==> src/rtl/arith_pipe_pkg.sv <==
// rtl/arith_pipe_pkg.sv - shared opcode, flag index and width definitions for arith_pipe_unit
//
// Contents:
//   op_e           2-bit opcode: OP_ADD a+b, OP_SUB c-d, OP_DOT a*b+c*d, OP_BIT (a&b)|(c^d)
//   FLG_*          bit positions inside the 4-bit flags vector
//   res_w(width)   result width needed for the largest dot-product (2*width+1)
package arith_pipe_pkg;

    typedef enum logic [1:0] {
        OP_ADD = 2'b00,
        OP_SUB = 2'b01,
        OP_DOT = 2'b10,
        OP_BIT = 2'b11
    } op_e;

    localparam int FLG_GT     = 0;
    localparam int FLG_EQ     = 1;
    localparam int FLG_ZERO   = 2;
    localparam int FLG_BORROW = 3;

    function automatic int res_w(input int width);
        return 2 * width + 1;
    endfunction

endpackage

==> src/rtl/arith_pipe_core.sv <==
// rtl/arith_pipe_core.sv - combinational operand-to-result/flags mapping between S1 and S2
//
// Ports:
//   a_i, b_i, c_i, d_i  WIDTH-bit unsigned operands
//   sel_i               opcode (op_e encoding)
//   result_o            RES_W-bit zero-extended result
//   flags_o             [0] a>b, [1] c==d, [2] result==0, [3] borrow on sub
// Configuration:
//   ARITH_PIPE_SAT_EN   when defined, sub clamps to zero instead of wrapping when c<d
module arith_pipe_core
    import arith_pipe_pkg::*;
#(
    parameter int WIDTH = 4,
    localparam int RES_W = res_w(WIDTH)
) (
    input  logic [WIDTH-1:0] a_i,
    input  logic [WIDTH-1:0] b_i,
    input  logic [WIDTH-1:0] c_i,
    input  logic [WIDTH-1:0] d_i,
    input  logic [1:0]       sel_i,
    output logic [RES_W-1:0] result_o,
    output logic [3:0]       flags_o
);

    op_e              op;
    logic [WIDTH:0]   add_w;
    logic [WIDTH:0]   sub_w;
    logic [RES_W-1:0] dot_w;
    logic [WIDTH-1:0] bit_w;
    logic             borrow;
    logic [RES_W-1:0] res;

    assign op     = op_e'(sel_i);
    assign add_w  = {1'b0, a_i} + {1'b0, b_i};
    // One extra bit so a wrapped difference is taken modulo 2^(WIDTH+1).
    assign sub_w  = {1'b0, c_i} - {1'b0, d_i};
    assign dot_w  = RES_W'(a_i) * RES_W'(b_i) + RES_W'(c_i) * RES_W'(d_i);
    assign bit_w  = (a_i & b_i) | (c_i ^ d_i);
    assign borrow = (c_i < d_i);

    always_comb begin
        res = '0;
        case (op)
            OP_ADD: res = RES_W'(add_w);
`ifdef ARITH_PIPE_SAT_EN
            OP_SUB: res = borrow ? '0 : RES_W'(sub_w);
`else
            OP_SUB: res = RES_W'(sub_w);
`endif
            OP_DOT: res = dot_w;
            OP_BIT: res = RES_W'(bit_w);
            default: res = '0;
        endcase
    end

    assign result_o             = res;
    assign flags_o[FLG_GT]      = (a_i > b_i);
    assign flags_o[FLG_EQ]      = (c_i == d_i);
    // Zero flag looks at the final (possibly saturated) value.
    assign flags_o[FLG_ZERO]    = (res == '0);
    assign flags_o[FLG_BORROW]  = (op == OP_SUB) && borrow;

endmodule

==> src/rtl/arith_pipe_unit.sv <==
// rtl/arith_pipe_unit.sv - two-stage valid/ready arithmetic pipeline around arith_pipe_core
//
// Ports:
//   clk, rst             rising-edge clock, synchronous active-high reset
//   in_valid/in_ready    operand handshake; a, b, c, d (WIDTH each), sel (2)
//   out_valid/out_ready  result handshake; result (RES_W), flags (4)
// Configuration:
//   ARITH_PIPE_SAT_EN    saturating subtract (handled inside arith_pipe_core)
module arith_pipe_unit
    import arith_pipe_pkg::*;
#(
    parameter int WIDTH = 4,
    localparam int RES_W = res_w(WIDTH)
) (
    input  logic             clk,
    input  logic             rst,
    input  logic             in_valid,
    output logic             in_ready,
    input  logic [WIDTH-1:0] a,
    input  logic [WIDTH-1:0] b,
    input  logic [WIDTH-1:0] c,
    input  logic [WIDTH-1:0] d,
    input  logic [1:0]       sel,
    output logic             out_valid,
    input  logic             out_ready,
    output logic [RES_W-1:0] result,
    output logic [3:0]       flags
);

    logic             s1_valid_q, s1_valid_d;
    logic             s2_valid_q, s2_valid_d;
    logic [WIDTH-1:0] a_q, b_q, c_q, d_q;
    logic [1:0]       sel_q;
    logic [RES_W-1:0] result_q;
    logic [3:0]       flags_q;
    logic [RES_W-1:0] core_result;
    logic [3:0]       core_flags;
    logic             s1_en;
    logic             s2_en;

    // S2 may advance when empty or draining; S1 may advance when empty or
    // when S2 takes its contents, so a bubble in S1 fills during an S2 stall.
    assign s2_en    = !s2_valid_q || out_ready;
    assign s1_en    = !s1_valid_q || s2_en;
    assign in_ready = s1_en && !rst;

    always_comb begin
        s1_valid_d = s1_valid_q;
        s2_valid_d = s2_valid_q;
        if (s1_en) s1_valid_d = in_valid;
        if (s2_en) s2_valid_d = s1_valid_q;
    end

    always_ff @(posedge clk) begin
        if (rst) begin
            s1_valid_q <= 1'b0;
            a_q        <= '0;
            b_q        <= '0;
            c_q        <= '0;
            d_q        <= '0;
            sel_q      <= '0;
        end else begin
            s1_valid_q <= s1_valid_d;
            if (s1_en && in_valid) begin
                a_q   <= a;
                b_q   <= b;
                c_q   <= c;
                d_q   <= d;
                sel_q <= sel;
            end
        end
    end

    arith_pipe_core #(.WIDTH(WIDTH)) u_core (
        .a_i      (a_q),
        .b_i      (b_q),
        .c_i      (c_q),
        .d_i      (d_q),
        .sel_i    (sel_q),
        .result_o (core_result),
        .flags_o  (core_flags)
    );

    always_ff @(posedge clk) begin
        if (rst) begin
            s2_valid_q <= 1'b0;
            result_q   <= '0;
            flags_q    <= '0;
        end else begin
            s2_valid_q <= s2_valid_d;
            // Payload only moves with a real beat so a stalled result stays put.
            if (s2_en && s1_valid_q) begin
                result_q <= core_result;
                flags_q  <= core_flags;
            end
        end
    end

    assign out_valid = s2_valid_q;
    assign result    = result_q;
    assign flags     = flags_q;

endmodule

==> config.mk <==
export PLATFORM = sky130hd
export DESIGN_NAME = arith_pipe_unit
export DESIGN_NICKNAME = d
export VERILOG_FILES = /design/src/rtl/arith_pipe_pkg.sv /design/src/rtl/arith_pipe_core.sv /design/src/rtl/arith_pipe_unit.sv
export SDC_FILE = /design/constraint.sdc
export NUM_CORES = 1
export LEC_CHECK = 0
export CAP_MARGIN = 25
export CORE_ASPECT_RATIO = 1.2
export CORE_MARGIN = 1
export CORE_UTILIZATION = 51
export CTS_CLUSTER_DIAMETER = 30
export DETAILED_ROUTE_END_ITERATION = 8
export MAX_ROUTING_LAYER = met4
export PLACE_DENSITY = 0.77
export SYNTH_ARGS = -nofsm -noshare
export SYNTH_HDL_FRONTEND = slang
export SYNTH_HIERARCHICAL = 1
export SYNTH_SLANG_ARGS = --single-unit
==> constraint.sdc <==
create_clock -name clk -period 4.5 [get_ports clk]
set_clock_uncertainty 0.2 [all_clocks]
set_input_delay 0.45 -clock clk [delete_from_list [all_inputs] [get_ports clk]]
set_output_delay 0.45 -clock clk [all_outputs]
set_load 0.005 [all_outputs]
# Word level (Yosys, flattened, before mapping)
# Cells that the tools add are included.
# W data, S select, Z words.
# word_totals
ff_bits	33
output_inout_bits	15
word_cells	35
# classes
n_addsub	3
n_mul	2
order_cmp	2
n_eq_ne	4
mux	1
bitwise_logic	3
n_reduce_logical	11
# op_table
cell	count
$pmux W9 S4	1
$mul A4 B4 Y8	2
$add A8 B8 Y9	1
$logic_not A9 Y1	1
$add A4 B4 Y5	1
$sub A4 B4 Y5	1
$and A4 B4 Y4	1
$eq A2 B2 Y1 const B	2
$eq A4 B4 Y1	1
$gt A4 B4 Y1	1
$logic_and A1 B1 Y1	4
$lt A4 B4 Y1	1
$or A4 B4 Y4	1
$xor A4 B4 Y4	1
$logic_not A1 Y1	3
$eq A2 B1 Y1 const B	1
$logic_not A2 Y1	1
$logic_or A1 B1 Y1	2

# Longest topological paths before layout
# Gate-level depths: netlist of the first run.
# depth
depth_word	4
ltp_mapped	19

# By module
# Netlist of the first run, hierarchy kept.
# modules_own_cells
mod	n_inst	cells_each	area_each_um2
arith_pipe_core	1	199	1647.8
arith_pipe_unit	1	146	1391.3

# Worst setup path after synthesis of the first run
# OpenSTA, ideal clock, no wires.
# synth_path
kind	reg-to-reg
startpoint	register c_q[1]
endpoint	register flags_q[2] (netlist: flags[2])
setup_time_ns	0.070
t_arrival_ns	4.457
required_ns	4.230
setup_slack_ns	-0.226
stages_incl_launch_ff	17
path_buffers	0
period_less_slack_ns	4.726
path_cell_list	dfxtp_1 > nand2_1 > fa_1 > fa_1 > inv_1 > fa_1 > inv_1 > fa_1 > fa_1 > nor2b_1 > nor3_1 > and4bb_1 > o221ai_1 > or4_1 > nor4_2 > nand3_1 > a21oi_1
# synth_between
elab_chain_cells	4
# synth_rtl
element	line	text
start: declaration	arith_pipe_unit.sv:32	logic [WIDTH-1:0] a_q, b_q, c_q, d_q;
start signal: assignment	arith_pipe_unit.sv:59	c_q <= '0;
start signal: assignment	arith_pipe_unit.sv:67	c_q <= c;
$mul A4 B4 Y8 or $xor A4 B4 Y4 (tied branches)	arith_pipe_core.sv:37, arith_pipe_core.sv:38	
$add A8 B8 Y9 or $or A4 B4 Y4 (tied branches)	arith_pipe_core.sv:37, arith_pipe_core.sv:38	
$pmux W9 S4 (*)	arith_pipe_core.sv:43	case (op)
$logic_not A9 Y1 (*)	arith_pipe_core.sv:60	assign flags_o[FLG_ZERO] = (res == '0);
net core_flags[2]	arith_pipe_unit.sv:37	logic [3:0] core_flags;
end signal: assignment	arith_pipe_unit.sv:94	flags_q <= core_flags;
end: declaration	arith_pipe_unit.sv:35	logic [3:0] flags_q;
# The timed path passes the listed nets; every way through them passes the cells marked *.
# A chain may end at the register's enable or synchronous reset.

# Worst setup path in the final report of the first run
# layout_path
startpoint	register b_q[2]
endpoint	register flags_q[2] (netlist: flags[2])
# layout_between
elab_chain_cells	4
# layout_rtl
element	line	text
start: declaration	arith_pipe_unit.sv:32	
start signal: assignment	arith_pipe_unit.sv:58	b_q <= '0;
start signal: assignment	arith_pipe_unit.sv:66	b_q <= b;
$mul A4 B4 Y8 or $and A4 B4 Y4 (tied branches)	arith_pipe_core.sv:37, arith_pipe_core.sv:38	
$add A8 B8 Y9 or $or A4 B4 Y4 (tied branches)	arith_pipe_core.sv:37, arith_pipe_core.sv:38	
$pmux W9 S4 (*)	arith_pipe_core.sv:43	
$logic_not A9 Y1 (*)	arith_pipe_core.sv:60	
net core_flags[2]	arith_pipe_unit.sv:37	
# Marks and branches as above.

==> out/results.ini, run 1 <==
[sta]
slew_headroom_pct=62.1
finalHoldViolations=0
tightest_slew_ns=0.567
fin_ws_ns=-0.215
setup_violations=2
fin_crit_sh_pct=105
slew_viol_final=0
max_freq_ghz=0.212
layout_min_cycle_time_ns=4.71
rsz0062_at_grt=true

[synthesis]
synthXorXnorAreaFrac_pct=1.44
netlist-cell-type-count=42
synth-simple-area-share_pct=19.8
ys_top_cells_by_area=dfxtp_1, ha_1, fa_1, nand2b_1, inv_1
synthCells=345
synth_enable_flop_cells=0
yosysSeqAreaShare_pct=21.7
yosysTopAreaCell=dfxtp_1
syn_avg_cell_area_um2=8.81
muxShareOfSynthArea_pct=7.16
ys_async_sr_fraction_pct=0
synth_compound_area_share_pct=12.6
synth_top_family_by_area=adder cells
yosysTopAreaCellShare_pct=21.7
ys_ff_latch=33
ys.flop_type=dfxtp_1
syn_nets=424
synth_adder_area_share_pct=28.4
ys_warn_count=6
synth_area_um2=3040

[worst_hold_path]
hold_path.class=reg -> reg
holdPathStages=2
min-delay-start=result[2]

[worst_setup_path]
worstReg2RegStart=b_q[2]
cp-end-kind=flop
cp-start-kind=flop
r2r_setup_slack_ns=-0.21
arrival_ns=4.75
worst_r2r_path_depth=16
crit_fanout=3
cp-endpoint=flags[2]
crit_required_ns=4.53
worst-setup-path-type=reg -> reg
reg2reg_to=flags[2]
crit_start=b_q[2]

[clock_tree]
root_buffer=clkbuf_8
cts_tree=done
cts_hold_buf=0
ctsLongestPathBuffers=2
path_clk_slew_ns=0.08
cts-htree-levels=2
numCtsBuffers=5
clk_latency_ns=0.29
clock-sinks=33

[die]
pin_count=37
core.rowCount=30
die-area_um2=6270
core_area_um2=5710
die-height_um=86.6
die_x_um=72.5
floorplan.initialDensity_pct=53.3

[placed_design]
place_congestion=0.985
dp_hpwl_um=5500
io_buffers=36

[routing]
routed_via_density=5.28
first_pass_iters=4
num_vias=2600
drt_iter0_markers=131
avgRoutedWirePerCell_um=14.4
wirelength_um=7070
antenna_left=0
wl_met2_um=3720
drt-met1-wl_um=2880
drc=0
top_layer_used=met4
met3_wirelength_um=220

[finish]
fin_nets=490
fill_cells=448
areaGrowthSynthToFinish_pct=29.6
final_core_util_pct=69.0
diodes=0
drive_above_1_share_pct=21.8

[pwr]
irDropWorstVdd_mv=0.165
total_power_uw=871
powerDensity_nw_per_um2=221
p_leak_uw=0.00174

[global_routing]
antenna_found_initial=0
grt_start_max_net_pins=53
grt_util_all_layers_pct=24.5
grt_pass1_vias=2567
grt_overflow=0
grt_pass1_wl_um=11500

[run_status]
outcome=complete, but fails checks
violations=negative setup slack

[flow_run]
drv_cap=0

power by group:
group | switching, uW | total (uW) | internal [uW] | leakage [uW]
Sequential | 17.7 | 326 | 309 | 0.000274
Combinational | 117 | 244 | 127 | 0.00141
Clock | 119 | 300 | 181 | 0.0000585
flip-flops by register name (all words and copies together), names as in the netlist:
register / flops
d_q: 4
s1_valid_q: 1
a_q: 4
c_q: 4
out_valid: 1
b_q: 4
result: 9
sel_q: 2
flags: 4
how the worst min path moves through the flow:
stage / to / slack (ns)
2_1_floorplan: sel_q[1] / 0.25
3_3_place_gp: result[6] / 0.26
3_5_place_dp: result[7] / 0.27
4_1_cts: result[7] / 0.28
5_1_grt: result[3] / 0.31
6_report: result[2] / 0.28
synthesized netlist by cell type (all sizes together) (2+ instances only):
cell type and instances:
inv 49, nand2b 42, ha 37, dfxtp 33, a21oi 26, fa 20, mux2i 18, o21ai 18
nor2 16, nand3 13, and2 11, buf 9, nand2 9, nor3 6, clkbuf 5, xor2 4
nor2b 3, a211oi 2, nand3b 2, o21a 2, o21bai 2, o2bb2ai 2, o311ai 2
metal layers:
metal	global-route usage (%)	vias up
met1	26.3	1238
met5	-	-
li1	-	1271
met2	44.1	66
met4	9.98	0
met3	4.53	25
worst max-delay path, cell delays in order (launching register included):
cell and delay (ns):
dfxtp_2 0.34, nand2_2 0.06, fa_1 0.50, fa_1 0.57
inv_2 0.04, fa_1 0.49, inv_2 0.04, fa_2 0.50
fa_2 0.45, nor2b_4 0.13, nor3_1 0.05, and4bb_1 0.26
o221ai_1 0.09, or4_1 0.43, nor4_2 0.22, nand3_1 0.12
a21oi_2 0.16
cell type report:
class,count,area (um2),share of cell area (%)
inverter,49,184,4.67
clock buffer,7,86.3,2.19
sequential,33,676,17.2
multi-input combinational,249,2220,56.5
timing repair buffer,73,638,16.2
clock inverter,1,30.0,0.762
tap,80,100,2.54
metrics by stage:
step / instances / hold slack (ns) / setup slack (ns) / TNS (ns) / instance area [um2]
after floorplan: 345 / 0.247 / 0.00933 / 0 / 3070
after global placement: 481 / 0.265 / -0.113 / -0.147 / 3700
after detailed placement: 481 / 0.267 / -0.206 / -0.290 / 3700
after CTS: 490 / 0.277 / -0.190 / -0.251 / 3820
after global routing: 492 / 0.305 / -0.420 / -0.626 / 3940
final: 492 / 0.279 / -0.215 / -0.221 / 3940
kinds of logic (layout without fill, tap and decap cells):
logic type               Yosys count  in the layout
adder cells (fa/ha/maj)           57             57
AND/OR/NAND/NOR                  106            106
AO/OA/AOI/OAI                     61             61
flip-flops                        33             33
buffers and inverters             63            130
XOR/XNOR                           5              5
multiplexers                      20             20
placed cells by master, fill, tap and decap left out, types with 2 or more instances in the layout:
master,instances
buf_4,37
nor2b_4,2
dfxtp_2,9
and2_1,10
nor2_1,14
o21bai_1,2
a21oi_1,23
inv_2,6
o21ai_1,3
xor2_1,4
dfxtp_1,23
nand2b_1,41
o21a_1,2
ha_1,32
nand2_2,5
nand3b_1,2
ha_2,2
clkbuf_8,6
ha_4,3
clkdlybuf4s50_1,36
o2bb2ai_1,2
inv_1,43
nand2_1,4
o21ai_0,14
fa_1,17
nor3_1,6
nand3_1,13
nor2_2,2
mux2i_1,18
a21oi_2,3
fa_2,3
repair_timing:
action,4_1_cts,5_1_grt
gates resized for setup,4,34
setup endpoints to repair,2,3
pin swaps,2,31
buffers inserted,1,2
Note: power is estimated with default switching activity, not from simulation.
==> inputs of run 2 (changes only) <==
--- a/config.mk
+++ b/config.mk
@@ -13,6 +13,7 @@
 export DETAILED_ROUTE_END_ITERATION = 8
 export MAX_ROUTING_LAYER = met4
 export PLACE_DENSITY = 0.77
+export SETUP_SLACK_MARGIN = 0.15
 export SYNTH_ARGS = -nofsm -noshare
 export SYNTH_HDL_FRONTEND = slang
 export SYNTH_HIERARCHICAL = 1
==> run 2 against run 1 <==
  * The flow still finishes with violations (negative setup slack)
  * Setup slack got worse by 0.046 ns
  * Die area stayed put
  * First-iteration DRC count down 27%
  * Cell area fell by 0.44%
  * Total power shrank 8.2%
  * Critical path depth unchanged
==> out/results.ini, run 2 (synthesis gave the netlist of run 1 again) <==
[run_status]
outcome=complete, but fails checks
violations=negative setup slack

[finish]
fill_cells=470
final_core_util_pct=68.7
stdcell_count=490
regArea_um2=677
fin_nets=488
layout_commonest_cell=inv_1
drive_above_1_share_pct=21.7
layout_common_cells=inv_1, nand2b_1, clkdlybuf4s50_1
largest_register_ffs=9
diodes=0
areaGrowthSynthToFinish_pct=29.0
multi_input_comb_area_um2=2250

[clock_tree]
numCtsBuffers=5
clk_latency_ns=0.29
path_clk_slew_ns=0.07
root_buffer=clkbuf_8
cts_hold_buf=0
clock-sinks=33
ctsLongestPathBuffers=2
cts_tree=done
cts-htree-levels=2

[placed_design]
io_buffers=36
dp_hpwl_um=5310
preCtsSetupSlack_ns=-0.168
placedCellCount=477
place_congestion=0.899

[routing]
antenna_left=0
drt_iter0_markers=96
routed_via_density=5.18
wirelength_um=6930
first_pass_iters=4
num_vias=2540
avgRoutedWirePerCell_um=14.1
drc=0

[worst_setup_path]
cp-start-kind=flop
cp-end-kind=flop
crit_fanout=4
crit_required_ns=4.52
cp_common_cell=fa_1
arrival_ns=4.78
worstPathCellList=nand2_2 -> fa_1 -> fa_1 -> inv_2 -> fa_1 -> inv_2 -> fa_2 -> fa_2 -> nor2b_1 -> nor3_2 -> and4bb_1 -> o221ai_1 -> or4_4 -> nor4_4 -> nand3_1 -> a21oi_1
worst-setup-path-type=reg -> reg
max_stage_delay_ns=0.57
cpMaxStageDelayCell=fa_2

[die]
die_x_um=72.5
core_area_um2=5710
pin_count=37
die-height_um=86.6
die-area_um2=6270
core.rowCount=30
floorplan.initialDensity_pct=53.3

[sta]
setup_violations=2
tightest_slew_ns=0.547
fin_crit_sh_pct=106
finalHoldViolations=0
fin_tns_setup_ns=-0.291
fin_ws_ns=-0.261
max_freq_ghz=0.210
holdWs_ns=0.274
layout_min_cycle_time_ns=4.76
slew_headroom_pct=63.5
slew_viol_final=0
rsz0062_at_grt=true

[global_routing]
grt_pass1_wl_um=11300
grt_start_max_net_pins=53
grt_overflow=0
antenna_found_initial=0
grt_util_all_layers_pct=24.1
grt_pass1_vias=2567

[pwr]
p_int_uw=543
combPwrFrac_pct=30.9
clkPwrFrac_pct=28.4
power.share.switching_pct=32.1
power.share.sequential_pct=40.7
irDropWorstVdd_mv=0.226
p_leak_uw=0.00172
powerDensity_nw_per_um2=204
p_sw_uw=257

[worst_hold_path]
hold_path.class=reg -> reg

[flow_run]
drv_cap=0

## run 2: changes by cell type in the layout (fill, tap and decap cells not counted), moves of 2 or more
cell      change
nor3_1        -3
nor3_2        +3
buf_4         -2
clkinv_2      +2
dfxtp_2       -2
nand2_1       +2
nand2_2       -2
## run 2: power groups by stage
stage	combinational [uW]	sequential (uW)	clock, uW
2_1_floorplan	144	328	0
3_3_place_gp	218	331	0
3_5_place_dp	223	332	0
4_1_cts	229	326	234
5_1_grt	271	328	247
6_report	247	326	227
## run 2: what timing repair did
| item | in CTS | in global routing |
|---|---|---|
| endpoints found under the setup margin | 3 | 5 |
| gates resized for setup | 18 | 21 |
| buffers inserted | 1 | 4 |
| pin swaps | 12 | 33 |
| gates cloned | 0 | 0 |
## run 2: area by class of cell
cell class                      instances  area share [%]
Timing Repair Buffer                   71            15.9
Sequential cell                        33            17.3
Tap cell                               80            2.55
Inverter                               49            4.69
Multi-Input combinational cell        249            57.4
Clock inverter                          3           0.447
Clock buffer                            5            1.75
## run 2: critical path, delay by kind of cell, from the launching register on
family / cells / cell delay [ns]
DFF: 1 / 0.36
AOI/OAI and AO/OA: 2 / 0.27
adders and majority gates: 5 / 2.37
and+or+nand+nor: 7 / 1.39
buffers and inverters: 2 / 0.08
## run 2: layer usage
metal,vias up,part of all wire [%],GRT usage (%)
met3,28,3.0,4.19
met4,0,6.0,14.8
met2,73,51,40.4
li1,1262,-,-
met1,1177,40,26.5
met5,-,0,-
## run 2: worst paths after layout
check | startpoint | endpoint | slack (ns) | cells after the start
max | b_q[2] | flags[2] | -0.26 | 16
min | result[1] | result[1] | 0.27 | 2
max reg2reg | b_q[2] | flags[2] | -0.26 | 16
min reg2reg | result[1] | result[1] | 0.27 | 2
## run 2: through the flow
step                area [um2]  total power (uW)
finish                    3920               800
global route              3920               846
CTS                       3820               789
detailed placement        3670               555
global placement          3670               549
floorplan                 3070               472
==> inputs of run 3 (changes only) <==
--- a/config.mk
+++ b/config.mk
@@ -7,7 +7,6 @@
 export LEC_CHECK = 0
 export CAP_MARGIN = 25
 export CORE_ASPECT_RATIO = 1.2
-export CORE_MARGIN = 1
 export CORE_UTILIZATION = 51
 export CTS_CLUSTER_DIAMETER = 30
 export DETAILED_ROUTE_END_ITERATION = 8
==> results of run 3 <==
The final DEF is identical to that of run 2; final timing and power are the same.
